### src/rtl/axis_conv_out_serializer_pkg.sv
// Shared types and sizing for the convolution-output serializer.
// All other files import this package so the widths stay in one place.
package conv_out_pkg;

  localparam int CONV_UNITS        = 8;
  localparam int DATA_WIDTH        = 16;
  localparam int TUSER_WIDTH       = 4;
  localparam int FIFO_DEPTH        = 4;
  localparam int ALMOST_FULL_LEVEL = 3;

  localparam int PTR_W = $clog2(FIFO_DEPTH);
  localparam int IDX_W = $clog2(CONV_UNITS);

  typedef logic [DATA_WIDTH-1:0] word_t;

  // Packed so a whole beat moves through the FIFO memory as one vector.
  typedef struct packed {
    word_t [CONV_UNITS-1:0]  data;
    logic                    last;
    logic [TUSER_WIDTH-1:0]  user;
  } beat_t;

endpackage

### src/rtl/axis_conv_out_serializer_if.sv
// Serial AXI-Stream word channel leaving the serializer.
// Handshake: a word transfers on a clock edge where tvalid and tready are both 1
// (and the clock enable is 1); tvalid and its payload hold until that transfer.
interface axis_conv_out_serializer_if import conv_out_pkg::*; ();

  logic                   tvalid;
  logic                   tready;
  word_t                  tdata;
  logic                   tlast;
  logic [TUSER_WIDTH-1:0] tuser;

  modport master (output tvalid, tdata, tlast, tuser, input tready);
  modport slave  (input tvalid, tdata, tlast, tuser, output tready);

endinterface

### src/rtl/axis_conv_out_serializer_fifo.sv
// Synchronous beat FIFO. A push into a full FIFO is accepted only when a pop
// happens at the same edge; otherwise it is ignored and the caller flags it.
module axis_beat_fifo import conv_out_pkg::*; (
  input  logic           aclk,
  input  logic           aresetn,
  input  logic           aclken,
  input  logic           push,
  input  logic           pop,
  input  beat_t          wdata,
  output beat_t          rdata,
  output logic           full,
  output logic           empty,
  output logic [PTR_W:0] count
);

  beat_t            mem [FIFO_DEPTH];
  logic [PTR_W-1:0] wr_ptr;
  logic [PTR_W-1:0] rd_ptr;
  logic             do_push;
  logic             do_pop;

  assign full    = (count == (PTR_W+1)'(FIFO_DEPTH));
  assign empty   = (count == '0);
  assign do_pop  = aclken && pop && !empty;
  assign do_push = aclken && push && (!full || do_pop);
  assign rdata   = mem[rd_ptr];

  always_ff @(posedge aclk or negedge aresetn) begin
    if (!aresetn) begin
      wr_ptr <= '0;
      rd_ptr <= '0;
      count  <= '0;
    end else begin
      if (do_push) wr_ptr <= wr_ptr + 1'b1;
      if (do_pop)  rd_ptr <= rd_ptr + 1'b1;
      count <= count + (PTR_W+1)'(do_push) - (PTR_W+1)'(do_pop);
    end
  end

  // Storage needs no reset: only entries between the pointers are ever read.
  always_ff @(posedge aclk) begin
    if (do_push) mem[wr_ptr] <= wdata;
  end

endmodule

### src/rtl/axis_conv_out_serializer.sv
// Captures non-stallable CONV_UNITS-wide engine beats into a beat FIFO and
// re-emits them one word at a time on an AXI-Stream master with tready.
module axis_conv_out_serializer import conv_out_pkg::*; (
  input  logic                       aclk,
  input  logic                       aresetn,
  input  logic                       aclken,
  input  logic                       s_valid,
  input  word_t                      s_data [CONV_UNITS-1:0],
  input  logic                       s_last,
  input  logic [TUSER_WIDTH-1:0]     s_user,
  axis_conv_out_serializer_if.master m_axis,
  output logic                       almost_full,
  output logic                       overflow
);

  beat_t            in_beat;
  beat_t            head;
  beat_t            stage;
  logic             stage_valid;
  logic [IDX_W-1:0] idx;
  logic             fifo_full;
  logic             fifo_empty;
  logic [PTR_W:0]   fifo_count;
  logic [PTR_W:0]   count_next;
  logic             handshake;
  logic             last_word;
  logic             stage_load;
  logic             push_ok;
  logic             drop;

  always_comb begin
    in_beat      = '0;
    in_beat.last = s_last;
    in_beat.user = s_user;
    for (int i = 0; i < CONV_UNITS; i++) in_beat.data[i] = s_data[i];
  end

  assign handshake  = aclken && stage_valid && m_axis.tready;
  assign last_word  = (idx == IDX_W'(CONV_UNITS-1));
  // Reload while the final word leaves so consecutive beats have no bubble.
  assign stage_load = aclken && !fifo_empty && (!stage_valid || (handshake && last_word));
  assign push_ok    = aclken && s_valid && (!fifo_full || stage_load);
  assign drop       = aclken && s_valid && fifo_full && !stage_load;
  assign count_next = fifo_count + (PTR_W+1)'(push_ok) - (PTR_W+1)'(stage_load);

  axis_beat_fifo u_fifo (
    .aclk    (aclk),
    .aresetn (aresetn),
    .aclken  (aclken),
    .push    (s_valid),
    .pop     (stage_load),
    .wdata   (in_beat),
    .rdata   (head),
    .full    (fifo_full),
    .empty   (fifo_empty),
    .count   (fifo_count)
  );

  always_ff @(posedge aclk or negedge aresetn) begin
    if (!aresetn) begin
      stage       <= '0;
      stage_valid <= 1'b0;
      idx         <= '0;
      almost_full <= 1'b0;
      overflow    <= 1'b0;
    end else if (aclken) begin
      if (stage_load) begin
        stage       <= head;
        stage_valid <= 1'b1;
        idx         <= '0;
      end else if (handshake) begin
        if (last_word) begin
          stage_valid <= 1'b0;
          idx         <= '0;
        end else begin
          idx <= idx + 1'b1;
        end
      end
      if (drop) overflow <= 1'b1;
      almost_full <= (count_next >= (PTR_W+1)'(ALMOST_FULL_LEVEL));
    end
  end

  assign m_axis.tvalid = stage_valid;
  assign m_axis.tdata  = stage.data[idx];
  assign m_axis.tlast  = stage.last && last_word;
  assign m_axis.tuser  = stage.user;

endmodule

### src/flat_wrapper.sv
// flat-port wrapper written by rule: the top's interface ports become plain ports
module axis_conv_out_serializer_flat import conv_out_pkg::*;
  (aclk, aresetn, aclken, s_valid, s_data, s_last, s_user, almost_full, overflow, m_axis_tvalid, m_axis_tdata, m_axis_tlast, m_axis_tuser, m_axis_tready);
  axis_conv_out_serializer_if m_axis_i ();
  input  logic aclk;
  input  logic aresetn;
  input  logic aclken;
  input  logic s_valid;
  input  word_t s_data[CONV_UNITS-1:0];
  input  logic s_last;
  input  logic [TUSER_WIDTH-1:0] s_user;
  output logic almost_full;
  output logic overflow;
  output wire logic [$bits(m_axis_i.tvalid)-1:0] m_axis_tvalid;
  output wire logic [$bits(m_axis_i.tdata)-1:0] m_axis_tdata;
  output wire logic [$bits(m_axis_i.tlast)-1:0] m_axis_tlast;
  output wire logic [$bits(m_axis_i.tuser)-1:0] m_axis_tuser;
  input wire logic [$bits(m_axis_i.tready)-1:0] m_axis_tready;
  assign m_axis_tvalid = m_axis_i.tvalid;
  assign m_axis_tdata = m_axis_i.tdata;
  assign m_axis_tlast = m_axis_i.tlast;
  assign m_axis_tuser = m_axis_i.tuser;
  assign m_axis_i.tready = m_axis_tready;
  axis_conv_out_serializer u_core (.aclk(aclk), .aresetn(aresetn), .aclken(aclken), .s_valid(s_valid), .s_data(s_data), .s_last(s_last), .s_user(s_user), .m_axis(m_axis_i), .almost_full(almost_full), .overflow(overflow));
endmodule
### config.mk
export PLATFORM = sky130hd
export DESIGN_NAME = axis_conv_out_serializer_flat
export DESIGN_NICKNAME = d
export VERILOG_FILES = /design/src/rtl/axis_conv_out_serializer_pkg.sv /design/src/rtl/axis_conv_out_serializer_if.sv /design/src/rtl/axis_conv_out_serializer_fifo.sv /design/src/rtl/axis_conv_out_serializer.sv /design/src/flat_wrapper.sv
export SDC_FILE = /design/constraint.sdc
export NUM_CORES = 1
export LEC_CHECK = 0
export BUFFER_PORTS_ARGS = -buffer_cell sky130_fd_sc_hd__buf_4
export CAP_MARGIN = 20
export CORE_MARGIN = 2
export CORE_UTILIZATION = 46
export CTS_BUF_LIST = sky130_fd_sc_hd__clkbuf_8 sky130_fd_sc_hd__clkbuf_16
export DETAILED_ROUTE_END_ITERATION = 12
export PLACE_DENSITY = 0.73
export SLEW_MARGIN = 20
export SYNTH_ARGS = -nofsm -noshare
export SYNTH_HDL_FRONTEND = slang
export SYNTH_SLANG_ARGS = --single-unit
### constraint.sdc
create_clock -name aclk -period 5.6 [get_ports aclk]
set_input_delay 0.28 -clock aclk [delete_from_list [all_inputs] [get_ports aclk]]
set_output_delay 0.28 -clock aclk [all_outputs]
set_load 0.05 [all_outputs]
; ---- After elaboration in Yosys (flattened, before gate mapping)
; Memory sizes are Yosys's and may differ from the RTL's. A register that Yosys moved wholly into a read port is not among the register bits.
; Cells that the tools add are included.
[totals]
regBits = 13
word_cells = 57
rom_bits = 0
ramBits = 532
out_inout_bits = 24
input_bits = 138
n_memories = 1
latchBits = 0
[memory_table]
columns = memory, depth, width, rd, rd_clocked_by_memory_dff, wr, line
row1 = u_core.u_fifo.mem, 4, 133, 1, 1, 1, axis_conv_out_serializer_fifo.sv:16  ; beat_t mem [FIFO_DEPTH];
[classes]
reduce_logical = 28
n_lt_le_gt_ge = 2
bitwise_logic = 0
div_mod_pow = 0
n_mul = 0
eq_ne = 2
addsub = 7
n_shift = 0
mux = 10
[ops]
columns = op, count
row1 = binary-select mux 16 bit (select 3 bit), 1
row2 = 2-to-1 mux 16 bit, 1
row3 = logical AND 1 bit, 13
row4 = 2-to-1 mux 3 bit, 3
row5 = adder 3 x 1 -> 3 bit, 2
row6 = "== test 3 bit, second input constant", 2
row7 = AND reduction 2 bit, 3
row8 = subtractor 3 x 1 -> 3 bit, 2
row9 = zero test 1 bit, 5
row10 = 2-to-1 mux 1 bit, 5
row11 = "adder 2 x 1 -> 2 bit, second input constant", 2
row12 = "< comparator 3 x 4 -> 1 bit, second input constant", 1
row13 = nonzero test 2 bit, 2
row14 = "adder 3 x 1 -> 3 bit, second input constant", 1
row15 = ">= comparator 3 x 2 -> 1 bit, second input constant", 1
row16 = zero test 3 bit, 1
row17 = logical OR 1 bit, 3
row18 = AND reduction 3 bit, 1

; ---- Logic depth before layout (Yosys ltp)
[logic_depth]
ltp_word = 11
ltp_mapped = 10
ltp_nobuf = 9

; ---- By module
; A second synthesis with hierarchy kept.
[unflattened]
cells_unflattened = 1116
hier_area_um2 = 26061.2
[modules_own_cells]
columns = module, area_each_um2, cells_per_inst, seq_area_each_um2, instances
row1 = axis_beat_fifo, 19581.3, 731, 16150.5, 1
row2 = axis_conv_out_serializer, 6480.0, 385, 3478.3, 1

; ---- Worst setup path after synthesis
; OpenSTA, ideal clock, no wires.
[synth_path]
kind = register to register
start = register u_core.stage_valid, in the netlist u_core.m_axis.tvalid
end = memory u_core.u_fifo.mem[0][0] in the netlist's numbering (enable)
synth_period_minus_slack_ps = 4818
stages_incl_launch_ff = 4
setup_ps = 508
path_buffers = 1
arrival_ps = 4310
setup_slack_ps = 782
t_required_ps = 5092
cell_sequence = dfrtp_1 > clkbuf_1 > a41oi_1 > and2_1
[synth_via]
elab_chain_len = 11
elab_cells_between_ends = 12
cone_classes = mux (2) / reduce/logical (10)
[synth_rtl]
columns = element, line
row1 = "start, declared", axis_conv_out_serializer.sv:19  ; logic stage_valid;
row2 = "start signal, assigned", axis_conv_out_serializer.sv:62  ; stage_valid <= 1'b0;
row3 = "start signal, assigned", axis_conv_out_serializer.sv:69  ; stage_valid <= 1'b1;
row4 = "start signal, assigned", axis_conv_out_serializer.sv:73  ; stage_valid <= 1'b0;
row5 = logical AND 1 bit (2 in a row), axis_conv_out_serializer.sv:38  ; assign handshake = aclken && stage_valid && m_axis.tready;
row6 = logical AND 1 bit, axis_conv_out_serializer.sv:41  ; assign stage_load = aclken && !fifo_empty && (!stage_valid || (handshake && last_word));
row7 = logical OR 1 bit *, axis_conv_out_serializer.sv:41
row8 = logical AND 1 bit *, axis_conv_out_serializer.sv:41
row9 = logical AND 1 bit * (2 in a row), axis_conv_out_serializer_fifo.sv:24  ; assign do_pop = aclken && pop && !empty;
row10 = logical OR 1 bit *, axis_conv_out_serializer_fifo.sv:25  ; assign do_push = aclken && push && (!full || do_pop);
row11 = logical AND 1 bit *, axis_conv_out_serializer_fifo.sv:25
row12 = 2-to-1 mux 1 bit *, axis_conv_out_serializer_fifo.sv:42  ; if (do_push) mem[wr_ptr] <= wdata;
row13 = 2-to-1 mux 1 bit (implied by the code) *, axis_conv_out_serializer_fifo.sv:42
row14 = "end, declared", axis_conv_out_serializer_fifo.sv:16
; Mark *: on every way between the ends. The rest lies on a longest branch, timed or not.

; ---- Worst setup path after layout
[layout_path]
start = register u_core.idx[1]
end = memory u_core.u_fifo.mem[1][107] in the netlist's numbering (enable)
[layout_via]
elab_chain_len = 10
[layout_rtl]
columns = element, line
row1 = "start, declared", axis_conv_out_serializer.sv:20  ; logic [IDX_W-1:0] idx;
row2 = "start signal, assigned", axis_conv_out_serializer.sv:76  ; idx <= idx + 1'b1;
row3 = == test 3 bit, axis_conv_out_serializer.sv:39  ; assign last_word = (idx == IDX_W'(CONV_UNITS-1));
row4 = logical AND 1 bit, axis_conv_out_serializer.sv:41
row5 = logical OR 1 bit, axis_conv_out_serializer.sv:41
row6 = logical AND 1 bit, axis_conv_out_serializer.sv:41
row7 = logical AND 1 bit (2 in a row), axis_conv_out_serializer_fifo.sv:24
row8 = logical OR 1 bit, axis_conv_out_serializer_fifo.sv:25
row9 = logical AND 1 bit, axis_conv_out_serializer_fifo.sv:25
row10 = 2-to-1 mux 1 bit, axis_conv_out_serializer_fifo.sv:42
row11 = 2-to-1 mux 1 bit (implied by the code), axis_conv_out_serializer_fifo.sv:42
; No other way between the ends.

==> results.yml <==
critical_path:
  crit_fanout: 61
  startpoint_type: "flop"
  cp.required_ps: 5840
  critPathMaxStageDelay_ps: 910
  crit_path_cell_trace: "buf_4 -> ha_1 -> ha_1 -> nand2_1 -> a41oi_1 -> and2_4 -> buf_4"
  worstSetupPathType: "flop to flop"
  end_kind: "flop"
  critPathArrivalTime_ps: 4030
  cp_slowest_cell: "and2_4"
timing:
  slew_headroom: 0.286
  fin_hold_ws_ps: 123
  fin_crit_ps: 3790
  clock_skew_ps: 17.9
  finalSetupTns_ps: 0
  hold_viol: 0
  setup_violations: 0
  finalMaxSlewViolations: 0
  rsz0062_at_grt: "false"
  fmax_mhz: 264
  fin_ws_ps: 1810
  worst_slew_pin_slew_ps: 1070
  fin_crit_sh: 0.676
logic_synthesis:
  yosysTopAreaCell: "edfxtp_1"
  yosysTopAreaCellShare: 0.604
  avgSynthCellArea_um2: 23.8
  synth_cells: 1110
  seq_area_frac_synth: 0.743
  synth.distinct_cells: 33
  synth.area.top_cells: "edfxtp_1 60%, mux4_2 14%, dfrtp_1 14%"
  synth_area_mm2: 0.0264
  synth_nets: 1258
  yosys_warnings: 0
  synth_seq_cells: 678
route:
  dr.pass1.iters: 5
  met2_length_um: 26800
  met1_length_um: 23700
  drtIter0Drc: 980
  wl_met3_um: 3270
  ant_nets: 0
  drt_wl_total_um: 54700
  vias: 12200
  routed_via_density: 5.40
  highest_layer: "met5"
  drc: 0
  wire_per_inst_um: 24.3
floorplanning:
  initial_core_util: 0.467
  core-area_mm2: 0.0566
  dieArea_mm2: 0.0594
  io_pins: 162
  die_w_um: 244
  rows: 87
  die_y_um: 244
finish:
  finish.utilization: 0.565
  finalInstanceArea_mm2: 0.0320
  areaGrowthSynthToFinish_pct: 21.1
  final_layout_size_suffix_gt1_frac: 0.407
  nets: 1586
outcome:
  status: "finished, final reports clean"
clocking:
  clockBufferDepth: 3
  cts_tree: "done"
  cts_root_buffer: "clkbuf_16"
  htree_num_levels: 3
  clk_latency_ps: 590
  cts_buffers: 68
  cts_setup_buffers: 0
  path_clk_slew_ps: 60
  cts_resized: 0
  cts_sinks: 678
place:
  portBuffers: 161
  pre_cts_slack_ps: 1810
  dpl_cell_area_mm2: 0.0284
  dp_hpwl_um: 32900
  gp_congestion: 0.738
global_routing:
  track_usage: 0.188
  first_global_vias: 12900
  grt_max_degree: 101
  grt_antenna_before_repair: 6
  grt_overflow: 0
  grt_pass1_wl_um: 82800
pwr:
  power_frac_comb: 0.289
  pwr-share-seq: 0.435
  powerDensity_mw_per_mm2: 506
  p_clk_frac: 0.276
  ir_drop_uv: 688
  p_switching_mw: 4.76
  cellLeakagePower_nw: 11.4
  netSwitchingFraction: 0.294
  internal_power_mw: 11.4
job:
  cap_violations: 0
worst_hold_path:
  hold_class: "primary input to flop"
path summary, 6_finish.rpt:
path | start | end | slack (ps) | depth (start not counted)
setup / recovery | u_core.idx[1] | u_core.u_fifo.mem[1][107] | 1810 | 7
hold / removal | m_axis_tready | u_core.idx[0] | 120 | 3
setup reg to reg | u_core.idx[1] | u_core.u_fifo.mem[1][107] | 1810 | 7
hold reg to reg | u_core.overflow | u_core.overflow | 490 | 1
max in group asynchronous | aresetn | u_core.stage[42] | 4010 | 3
min in group asynchronous | aresetn | u_core.stage[119] | 390 | 2
state kept, by name (all words and copies together), names as in the netlist:
| register | flops |
|---|---|
| u_core.stage | 129 |
| u_core.u_fifo.count | 3 |
| u_core.m_axis.tuser | 4 |
| u_core.almost_full | 1 |
| u_core.u_fifo.rd_ptr | 2 |
| u_core.m_axis.tvalid | 1 |
| u_core.idx | 3 |
| u_core.u_fifo.mem | 532 |
| u_core.overflow | 1 |
| u_core.u_fifo.wr_ptr | 2 |
through the flow:
stage          cells  power, mW
2_1_floorplan   1110       10.5
3_3_place_gp    1987       11.7
3_5_place_dp    1987       11.8
4_1_cts         2249       16.4
5_1_grt         2251       16.8
6_report        2252       16.2
critical path: cells and delay by family, from the launching register on:
family / cells / cell delay, ps
AOI/OAI and AO/OA: 1 / 540
adders and majority gates: 2 / 500
DFF: 1 / 340
and+or+nand+nor: 2 / 1020
buffers and inverters: 2 / 990
power by group through the flow:
stage,Clock (mW),Combinational (mW),Sequential (mW)
after CTS,4.57,4.75,7.04
after floorplan,0,3.66,6.81
final,4.47,4.68,7.04
after global routing,4.77,4.94,7.13
after global placement,0,4.59,7.08
after detailed placement,0,4.64,7.12
synthesized netlist by cell type:
cell type	number
o21bai_1	1
buf_6	10
nand2_1	7
o21ai_0	1
and2_1	6
mux2_4	126
o311a_1	2
mux2_2	24
a41oi_1	1
nor2_1	3
a21oi_2	1
dfrtp_1	146
clkbuf_1	20
o31ai_4	1
edfxtp_1	532
o31ai_1	1
mux2i_1	1
nand3_1	2
xnor2_1	4
xor2_1	3
inv_1	5
nand2b_1	1
mux4_2	165
buf_4	14
a32oi_1	1
a31oi_1	1
o211ai_1	2
buf_2	10
a211oi_1	1
fa_1	2
nand4_1	1
buf_12	7
ha_1	8
metal layers:
layer | track usage | vias up
li1 | - | 5243
met4 | 0.0520 | 6
met5 | 0 | -
met2 | 0.298 | 346
met3 | 0.0378 | 67
met1 | 0.268 | 6502
layout by cell type (no fill, tap or decap), types with 2 or more instances in the layout:
master         synthesis  final
clkinvlp_4             0      3
edfxtp_1             532    532
o311a_1                2      2
clkbuf_8               0      3
buf_12                 7      8
xnor2_1                4      4
inv_6                  0      2
clkinv_2               0     13
clkinv_1               0      8
inv_1                  5     23
o211ai_1               2      2
and2_1                 6      2
dfrtp_1              146    142
mux2_4               126    126
mux2_2                24     24
buf_4                 14    174
fa_1                   2      2
dfrtp_4                0      2
xor2_1                 3      3
nor2_1                 3      3
clkinv_8               0      3
nand3_1                2      2
ha_1                   8      8
bufinv_16              0      6
and2_4                 0      4
nand2_1                7      7
dfrtp_2                0      2
diode_2                0      2
dlygate4sd3_1          0    136
clkbuf_16              0     71
mux4_2               165    165
kinds of logic (layout without fill, tap and decap cells):
family / after synthesis / after routing / synth area share
flip-flops: 678 / 678 / 0.743
XOR/XNOR: 7 / 7 / 0.00232
other: 0 / 2 / 0
AND/OR/NAND/NOR: 20 / 20 / 0.00369
buffers and inverters: 66 / 450 / 0.0190
adder cells (fa/ha/maj): 10 / 10 / 0.00530
multiplexers: 316 / 316 / 0.223
AO/OA/AOI/OAI: 13 / 13 / 0.00440
what timing repair did:
item / 4_1_cts / 5_1_grt
setup endpoints to repair: 0 / 0
hold buffers: 136 / 0
endpoints found under the hold margin: 633 / 0
area by class of cell:
cell class,count,area (um2)
flip-flops and latches,678,19600
fillers,4118,24600
clock inverters,53,432
diodes,2,5.00
multi-input cells,366,6320
clock buffers,73,1800
inverters,5,18.8
well taps,756,946
repair buffers,319,2840
Power figures use the tool's default switching activity.
